## src/rtl/icon_pkg.sv

```systemverilog
// -----------------------------------------------------------------------------
// icon_pkg
// Shared definitions for the multi-bot icon overlay: heading encodings, colour
// indices, pipeline latency, the per-bot shadow record and the icon image
// contents used by icon_rom.
// -----------------------------------------------------------------------------
package icon_pkg;

    localparam int unsigned PIPE_LATENCY = 2;   // pixel sample -> icon output
    localparam int unsigned COORD_W      = 14;  // signed display-space width
    localparam int unsigned OFF_W        = 5;   // icon offset width (ICON_SIZE <= 32)

    localparam logic [1:0] TRANSPARENT = 2'b00;
    localparam logic [1:0] COL_BODY    = 2'b01;
    localparam logic [1:0] COL_EDGE    = 2'b10;
    localparam logic [1:0] COL_NOSE    = 2'b11;

    // Heading in 45-degree steps, clockwise from north
    typedef enum logic [2:0] {
        HEAD_N  = 3'd0,
        HEAD_NE = 3'd1,
        HEAD_E  = 3'd2,
        HEAD_SE = 3'd3,
        HEAD_S  = 3'd4,
        HEAD_SW = 3'd5,
        HEAD_W  = 3'd6,
        HEAD_NW = 3'd7
    } heading_e;

    // Per-bot values latched at frame start
    typedef struct packed {
        logic [7:0] x;
        logic [7:0] y;
        logic       enable;
        heading_e   heading;
    } bot_shadow_t;

    // Image contents: colour = bits [2:1] of (5*row + 3*col + heading)
    function automatic logic [1:0] rom_pixel(input heading_e         heading,
                                             input logic [OFF_W-1:0] row,
                                             input logic [OFF_W-1:0] col);
        logic [7:0] sum;
        sum = 8'(row) * 8'd5 + 8'(col) * 8'd3 + 8'(heading);
        return sum[2:1];
    endfunction

endpackage

```

## src/rtl/icon_rom.sv

```systemverilog
// -----------------------------------------------------------------------------
// icon_rom
// Eight-heading ICON_SIZE x ICON_SIZE x 2-bit icon image store, one synchronous
// read port.
//   clk, reset  : clock, synchronous active-high reset
//   heading_i   : image select
//   row_i/col_i : pixel offset inside the icon
//   pix_o       : registered colour index (valid one cycle after address)
// -----------------------------------------------------------------------------
module icon_rom
    import icon_pkg::*;
#(
    parameter int unsigned ICON_SIZE = 16
) (
    input  logic             clk,
    input  logic             reset,
    input  heading_e         heading_i,
    input  logic [OFF_W-1:0] row_i,
    input  logic [OFF_W-1:0] col_i,
    output logic [1:0]       pix_o
);

    localparam logic [OFF_W-1:0] ADDR_MASK = OFF_W'(ICON_SIZE - 1);

    logic [1:0] pix_q;

    // Synchronous read
    always_ff @(posedge clk) begin
        if (reset) begin
            pix_q <= TRANSPARENT;
        end else begin
            pix_q <= rom_pixel(heading_i, row_i & ADDR_MASK, col_i & ADDR_MASK);
        end
    end

    assign pix_o = pix_q;

endmodule

```

## src/rtl/multi_icon.sv

```systemverilog
// -----------------------------------------------------------------------------
// multi_icon
// Overlays up to eight bot icons on a video stream. Bot positions/info are
// shadowed at frame start; each pixel passes a two-stage pipeline (hit/offset
// compare with ROM address issue, then ROM data + priority mux).
// Optional feature macro: ICON_BLINK_EN (frame counter + per-bot blink).
//   clk, reset          : clock, synchronous active-high reset
//   frame_start         : one-cycle pulse, latches bot registers
//   locXReg/locYReg     : packed 8-bit world X/Y per bot
//   botInfoReg          : packed info per bot ([2:0] heading, [6] en, [7] blink)
//   pixel_row/column    : current display pixel
//   icon, icon_id       : colour index and winning bot, 2 cycles later
// -----------------------------------------------------------------------------
module multi_icon
    import icon_pkg::*;
#(
    parameter int unsigned NUM_BOTS  = 4,
    parameter int unsigned ICON_SIZE = 16,
    parameter int unsigned COL_SHIFT = 3,
    parameter int unsigned ROW_SHIFT = 3
) (
    input  logic                  clk,
    input  logic                  reset,
    input  logic                  frame_start,
    input  logic [8*NUM_BOTS-1:0] locXReg,
    input  logic [8*NUM_BOTS-1:0] locYReg,
    input  logic [8*NUM_BOTS-1:0] botInfoReg,
    input  logic [11:0]           pixel_row,
    input  logic [11:0]           pixel_column,
    output logic [1:0]            icon,
    output logic [2:0]            icon_id
);

    bot_shadow_t shadow_q [NUM_BOTS];

    // Shadow registers: only updated on frame_start so a frame never tears
    always_ff @(posedge clk) begin
        if (reset) begin
            for (int k = 0; k < int'(NUM_BOTS); k++) begin
                shadow_q[k] <= '0;
            end
        end else if (frame_start) begin
            for (int k = 0; k < int'(NUM_BOTS); k++) begin
                shadow_q[k].x       <= locXReg[8*k +: 8];
                shadow_q[k].y       <= locYReg[8*k +: 8];
                shadow_q[k].enable  <= botInfoReg[8*k+6];
                shadow_q[k].heading <= heading_e'(botInfoReg[8*k +: 3]);
            end
        end
    end

    logic [NUM_BOTS-1:0] blink_ok;

`ifdef ICON_BLINK_EN
    logic [7:0]          frame_cnt_q;
    logic [NUM_BOTS-1:0] blink_q;

    // Frame counter and blink requests, latched alongside the shadows
    always_ff @(posedge clk) begin
        if (reset) begin
            frame_cnt_q <= 8'd0;
            blink_q     <= '0;
        end else if (frame_start) begin
            frame_cnt_q <= frame_cnt_q + 8'd1;
            for (int k = 0; k < int'(NUM_BOTS); k++) begin
                blink_q[k] <= botInfoReg[8*k+7];
            end
        end
    end

    // Blinking bots are hidden during the 16 frames where counter bit 4 is low
    always_comb begin
        for (int k = 0; k < int'(NUM_BOTS); k++) begin
            blink_ok[k] = !(blink_q[k] && !frame_cnt_q[4]);
        end
    end
`else
    assign blink_ok = '1;
`endif

    // Info bits that carry no meaning in this build
    logic [NUM_BOTS-1:0] unused_info;
    always_comb begin
        for (int k = 0; k < int'(NUM_BOTS); k++) begin
`ifdef ICON_BLINK_EN
            unused_info[k] = ^botInfoReg[8*k+3 +: 3];
`else
            unused_info[k] = ^{botInfoReg[8*k+7], botInfoReg[8*k+3 +: 3]};
`endif
        end
    end

    // Stage 1: signed origin/offset compare; offsets also address the ROMs
    logic signed [COORD_W-1:0] col0 [NUM_BOTS];
    logic signed [COORD_W-1:0] row0 [NUM_BOTS];
    logic signed [COORD_W-1:0] dcol [NUM_BOTS];
    logic signed [COORD_W-1:0] drow [NUM_BOTS];
    logic [OFF_W-1:0]          off_col [NUM_BOTS];
    logic [OFF_W-1:0]          off_row [NUM_BOTS];
    logic [NUM_BOTS-1:0]       hit_d;
    logic [NUM_BOTS-1:0]       hit_q;

    always_comb begin
        for (int k = 0; k < int'(NUM_BOTS); k++) begin
            col0[k] = $signed(COORD_W'(shadow_q[k].x) << COL_SHIFT)
                    - $signed(COORD_W'(ICON_SIZE / 2));
            row0[k] = $signed(COORD_W'(shadow_q[k].y) << ROW_SHIFT)
                    - $signed(COORD_W'(ICON_SIZE / 2));
            dcol[k] = $signed({2'b00, pixel_column}) - col0[k];
            drow[k] = $signed({2'b00, pixel_row}) - row0[k];
            off_col[k] = OFF_W'(dcol[k]);
            off_row[k] = OFF_W'(drow[k]);
            hit_d[k] = shadow_q[k].enable && blink_ok[k]
                    && (dcol[k] >= 0) && (dcol[k] < $signed(COORD_W'(ICON_SIZE)))
                    && (drow[k] >= 0) && (drow[k] < $signed(COORD_W'(ICON_SIZE)));
        end
    end

    always_ff @(posedge clk) begin
        if (reset) begin
            hit_q <= '0;
        end else begin
            hit_q <= hit_d;
        end
    end

    logic [1:0] rom_pix [NUM_BOTS];

    for (genvar k = 0; k < int'(NUM_BOTS); k++) begin : g_rom
        icon_rom #(
            .ICON_SIZE (ICON_SIZE)
        ) u_rom (
            .clk       (clk),
            .reset     (reset),
            .heading_i (shadow_q[k].heading),
            .row_i     (off_row[k]),
            .col_i     (off_col[k]),
            .pix_o     (rom_pix[k])
        );
    end

    // Stage 2: lowest-index opaque pixel wins; scan high to low so it lands last
    logic [1:0] icon_d;
    logic [2:0] icon_id_d;
    logic [1:0] icon_q;
    logic [2:0] icon_id_q;

    always_comb begin
        icon_d    = TRANSPARENT;
        icon_id_d = 3'd0;
        for (int k = int'(NUM_BOTS) - 1; k >= 0; k--) begin
            if (hit_q[k] && (rom_pix[k] != TRANSPARENT)) begin
                icon_d    = rom_pix[k];
                icon_id_d = 3'(k);
            end
        end
    end

    always_ff @(posedge clk) begin
        if (reset) begin
            icon_q    <= TRANSPARENT;
            icon_id_q <= 3'd0;
        end else begin
            icon_q    <= icon_d;
            icon_id_q <= icon_id_d;
        end
    end

    assign icon    = icon_q;
    assign icon_id = icon_id_q;

endmodule

```

## config.mk

```make
export PLATFORM = sky130hd
export DESIGN_NAME = multi_icon
export DESIGN_NICKNAME = d
export VERILOG_FILES = /design/src/rtl/icon_pkg.sv /design/src/rtl/icon_rom.sv /design/src/rtl/multi_icon.sv
export SDC_FILE = /design/constraint.sdc
export NUM_CORES = 1
export LEC_CHECK = 0
export ABC_AREA = 1
export ABC_CLOCK_PERIOD_IN_PS = 3500
export CAP_MARGIN = 20
export CORE_MARGIN = 2
export CORE_UTILIZATION = 42
export CTS_BUF_LIST = sky130_fd_sc_hd__clkbuf_4
export DETAILED_ROUTE_END_ITERATION = 8
export SLEW_MARGIN = 20
export SYNTH_ARGS = -nofsm -noshare
export SYNTH_HDL_FRONTEND = slang
export SYNTH_HIERARCHICAL = 1
export SYNTH_SLANG_ARGS = --single-unit
```

## constraint.sdc

```tcl
create_clock -name clk -period 3.5 [get_ports clk]
set_input_delay 0.7 -clock clk [delete_from_list [all_inputs] [get_ports clk]]
set_output_delay 0.7 -clock clk [all_outputs]
set_load 0.005 [all_outputs]
```

==> results.cfg, run 1 <==
[worst_setup_path]
rr_endpoint = hit_q[3]$_SDFF_PP0_
end_kind = register
worstRegToRegCells = 14
path_class = register to register
start_kind = register
required_ns = 3.98
reg2reg_setup_slack_ns = 0.78
worstPathArrival_ns = 3.21
cp_max_fo = 3
r2r_start = shadow_q[3][4]$_SDFFCE_PN0P_

[power_and_ir_drop]
ir_drop_uv = 174
power.leakage_nw = 5.80
p_per_area_nw_per_um2 = 354
finalPower_mw = 4.01

[die]
rows = 55
start_util = 0.427
die_w_microns = 156
die_y_microns = 156
die_area_sq_um = 24300
pin_count = 128
core_area_sq_um = 22600

[detailed_routing]
wl_microns = 22800
num_vias = 8465
first_pass_iters = 6
routedWlPerCell_microns = 12.7
drt_iter0_drc = 376
routed_via_density = 4.72
drc = 0
ant_nets = 0

[global_routing]
antenna_found_initial = 1
grt_usage = 0.193
overflow = 0
grt_pass1_vias = 7727
grt_pass1_wl_microns = 37300
grt_max_degree = 49

[place]
gp_congestion = 0.850
placed_area_sq_um = 11200
post-place-ws_ns = 0.304
place_inst = 1777
io_buffers = 110
dp_hpwl_microns = 18600

[timing]
hold_ws_ns = 0.500
tightestPinTransition_ns = 0.577
setup_viol = 0
hold_violations = 0
finalCriticalPeriod_ns = 2.72
relSlewSlack = 0.611
period_share = 0.778
clock-skew-final_ns = 0.0528
setup_ws_ns = 0.775
slew_viol_final = 0
rsz0062_at_grt = false
timing.fmax_mhz = 367
setup_tns_ns = 0

[logic_synthesis]
yosys_warnings = 6
syn_avg_cell_area_sq_um = 6.99
syn_area_sq_um = 9670
synthesis.nets = 1622
syn_inst = 1383

[clock_network]
cts.path.max_buffers = 2
cts_root_buf = clkbuf_4
cts_tree = yes
path_clk_slew_ns = 0.23
clk_latency_ns = 0.53
clock_sink_count = 96
postCtsResizedCells = 0
ctsHoldBuffers = 0
htree_levels = 3
cts_buffers = 9
cts_setup_buffers = 0

[min_path]
worstHoldEndpoint = icon[0]$_SDFF_PP0_
hold_depth = 2
min_from = g_rom[0].u_rom/pix_o[0]$_SDFF_PP0_
hold_path_class = register to register

[status]
status = finished clean

[layout]
area_delta_synth_final_pct = 17.0
fin_area_sq_um = 11300
final_cells = 1795
drive_gt1_frac = 0.0491
fillCellCount = 2306
nets = 1742
post-route-util = 0.500

[run]
cap_violations = 0
-- how the worst max path moves through the flow --
stage,from,endpoint,slack [ns]
CTS,shadow_q[3][4]$_SDFFCE_PN0P_,hit_q[3]$_SDFF_PP0_,0.80
finish,shadow_q[3][4]$_SDFFCE_PN0P_,hit_q[3]$_SDFF_PP0_,0.78
floorplan,shadow_q[3][6]$_SDFFCE_PN0P_,hit_q[3]$_SDFF_PP0_,1.15
detailed placement,pixel_column[1],g_rom[0].u_rom/pix_o[1]$_SDFF_PP0_,0.30
global route,shadow_q[0][14]$_SDFFCE_PN0P_,hit_q[0]$_SDFF_PP0_,0.49
global placement,pixel_column[1],g_rom[3].u_rom/pix_o[1]$_SDFF_PP0_,0.35
-- where the power goes --
| group | internal (mW) | switching, mW | total [mW] |
|---|---|---|---|
| Clock | 0.163 | 0.470 | 0.633 |
| Sequential | 1.34 | 0.0613 | 1.40 |
| Combinational | 0.800 | 1.18 | 1.98 |
-- worst max-delay path: stages, from the launching register on --
cell	delay [ns]
edfxtp_1	0.47
inv_1	0.15
nand2_1	0.09
or3_1	0.34
nor3_1	0.22
xor2_1	0.12
ha_1	0.34
inv_1	0.09
o21ai_0	0.24
a21oi_1	0.13
nand3_1	0.10
nand2_1	0.05
nand2_1	0.07
nand3_1	0.10
nor3_2	0.20
-- state kept, by name, summed over array words and instances, names as in the netlist --
signal / count
g_rom.u_rom/pix_o: 8
icon_id: 2
shadow_q: 80
hit_q: 4
icon: 2
-- metal layers --
metal  vias to the layer above  global-route usage  share of wire
met5                         -                   0              0
met1                      3708               0.266           0.49
li1                       4588                   -              -
met4                         0              0.0437          0.013
met3                        18              0.0294          0.039
met2                       151               0.319           0.46
-- cell usage in the layout, fill, tap and decap left out, types with 9 or more instances in the layout --
cell type and count:
a21oi_1 45, clkbuf_4 9, clkdlybuf4s50_1 110, dfxtp_1 16, edfxtp_1 80, fa_1 12
ha_1 104, inv_1 274, nand2_1 323, nand2_2 14, nand3_1 100, nand3_2 17
nand3b_1 9, nand4_1 14, nor2_1 205, nor3_1 20, o21ai_0 15, xnor2_1 29
xor2_1 44
-- layout make-up --
| type | count | area, sq um | area share |
|---|---|---|---|
| Multi-Input combinational cell | 999 | 5870 | 0.518 |
| Tap cell | 285 | 357 | 0.0315 |
| Antenna cell | 2 | 5.00 | 0.000442 |
| Clock inverter | 7 | 61.3 | 0.00542 |
| Clock buffer | 9 | 67.6 | 0.00597 |
| Sequential cell | 96 | 2720 | 0.241 |
| Timing Repair Buffer | 119 | 1190 | 0.105 |
| Inverter | 278 | 1040 | 0.0922 |
No activity file was read; power rests on OpenSTA's default activity.
==> run 2, diff against run 1 <==
Settings changed: ABC_CLOCK_PERIOD_IN_PS 3500 to 2800.
Clock period 3.5 ns to 2.8 ns, I/O delays scaled along.
==> run 2 against run 1 <==
Against the previous run:
- hold slack worse by 0.0044 ns
- clock power is 23% higher
- cell area is 2.4% higher
- first-iteration DRC count is 3.7% higher
- via count is 1.2% higher
==> results.cfg, run 2 (same netlist as run 1, synthesis figures left out) <==
[global_routing]
grt_max_degree = 44
grt_usage = 0.194
grt_pass1_vias = 7799
grt_pass1_wl_microns = 37500
overflow = 0
antenna_found_initial = 1

[detailed_routing]
drt_iter0_drc = 390
wl_microns = 23300
first_pass_iters = 5
drc = 0
ant_nets = 0
routedWlPerCell_microns = 12.8
routed_via_density = 4.70
num_vias = 8567

[layout]
drive_gt1_frac = 0.0762
largest_reg_flops = 80
area_delta_synth_final_pct = 19.9
fillCellCount = 2291
top_register = shadow_q
layout_commonest_cell = nand2_1
final_cell_mix = nand2_1, inv_1, nor2_1
nets = 1770
post-route-util = 0.512

[worst_setup_path]
start_kind = register
cp.buffers_inverters = 3
path_class = register to register
end_kind = register
crit_chain = inv_1, nand3_1, or3_1, nor3_2, xor2_1, ha_1, inv_1, o21ai_1, nor2_1, nand2_1, xor2_1, nand2_1, clkinv_1, nand3_1, nor2_1
cp_max_fo = 4
cpPeakStageDelay_ns = 0.39
crit_family = simple AND/OR/NAND/NOR gates
worstPathArrival_ns = 3.05
cp_slowest_cell = edfxtp_1
required_ns = 3.26

[timing]
relSlewSlack = 0.632
setup_tns_ns = 0
hold_violations = 0
setup_viol = 0
tightestPinTransition_ns = 0.546
hold_ws_ns = 0.496
finalCriticalPeriod_ns = 2.59
period_share = 0.925
slew_viol_final = 0
clock-skew-final_ns = 0.0334
timing.fmax_mhz = 386

[power_and_ir_drop]
netSwitchingPower_mw = 2.16
combPwrFrac = 0.504
ir_drop_uv = 198
sw_frac_of_total = 0.423
power.leakage_nw = 5.95
finalPower_mw = 5.10
seqPwrFrac = 0.344
p_int_mw = 2.94
power.share.clock = 0.152
p_per_area_nw_per_um2 = 440

[clock_network]
htree_levels = 3
clk_latency_ns = 0.51
cts_tree = yes
cts_root_buf = clkbuf_4
path_clk_slew_ns = 0.18
ctsHoldBuffers = 0
clock_sink_count = 96
cts.path.max_buffers = 2
cts_buffers = 9

[die]
die_area_sq_um = 24300
pin_count = 128
core_area_sq_um = 22600
die_y_microns = 156
rows = 55
die_w_microns = 156
start_util = 0.427

[place]
dp_hpwl_microns = 18900
io_buffers = 110
gp_congestion = 0.878

[run]
cap_violations = 0

[status]
status = finished clean

[min_path]
hold_path_class = register to register
run 2: timing repair:
item,in CTS,in global routing
endpoints found under the setup margin,0,4
buffers inserted,0,9
gates resized for setup,0,19
run 2: per-stage QoR:
| stage | instances | setup slack, ns | cell area [sq um] |
|---|---|---|---|
| after CTS | 1812 | 0.0886 | 11500 |
| after floorplan | 1383 | 0.454 | 9670 |
| after global routing | 1822 | -0.0391 | 11600 |
| after detailed placement | 1796 | -0.122 | 11300 |
| after global placement | 1796 | -0.106 | 11300 |
| final | 1822 | 0.209 | 11600 |
run 2: area by class of cell:
class,count,area [sq um],share of cell area
multi-input combinational,999,5930,0.512
clock buffer,9,67.6,0.00583
clock inverter,7,61.3,0.00529
tap,285,357,0.0308
sequential,96,2720,0.235
antenna,1,2.50,0.000216
timing repair buffer,147,1400,0.121
inverter,278,1040,0.0900
run 2: power by group through the flow:
stage	clock, mW	combinational [mW]	sequential [mW]
2_1_floorplan	0	1.82	1.76
3_3_place_gp	0	2.49	1.78
5_1_grt	0.866	2.94	1.77
3_5_place_dp	0	2.51	1.78
4_1_cts	0.819	2.53	1.75
6_report	0.777	2.57	1.75
run 2: path summary, 6_finish.rpt:
path | startpoint | to | slack [ns] | depth (start not counted)
setup / recovery | shadow_q[2][4]$_SDFFCE_PN0P_ | hit_q[2]$_SDFF_PP0_ | 0.21 | 15
hold / removal | g_rom[0].u_rom/pix_o[1]$_SDFF_PP0_ | icon[1]$_SDFF_PP0_ | 0.50 | 2
setup reg to reg | shadow_q[2][4]$_SDFFCE_PN0P_ | hit_q[2]$_SDFF_PP0_ | 0.21 | 15
hold reg to reg | g_rom[0].u_rom/pix_o[1]$_SDFF_PP0_ | icon[1]$_SDFF_PP0_ | 0.50 | 2
run 2: worst register-to-register path, cell delays in order (launching register included):
cell	delay, ns
edfxtp_1	0.39
inv_1	0.13
nand3_1	0.12
or3_1	0.37
nor3_2	0.15
xor2_1	0.09
ha_1	0.37
inv_1	0.11
o21ai_1	0.18
nor2_1	0.07
nand2_1	0.07
xor2_1	0.24
nand2_1	0.09
clkinv_1	0.05
nand3_1	0.06
nor2_1	0.08
run 2: routing by layer:
metal  up-vias  track usage  routed length [microns]
met5         -            0                        0
li1       4632            -                        -
met1      3733        0.263                    11300
met4         0       0.0380                      278
met2       183        0.330                    10800
met3        19       0.0269                      920
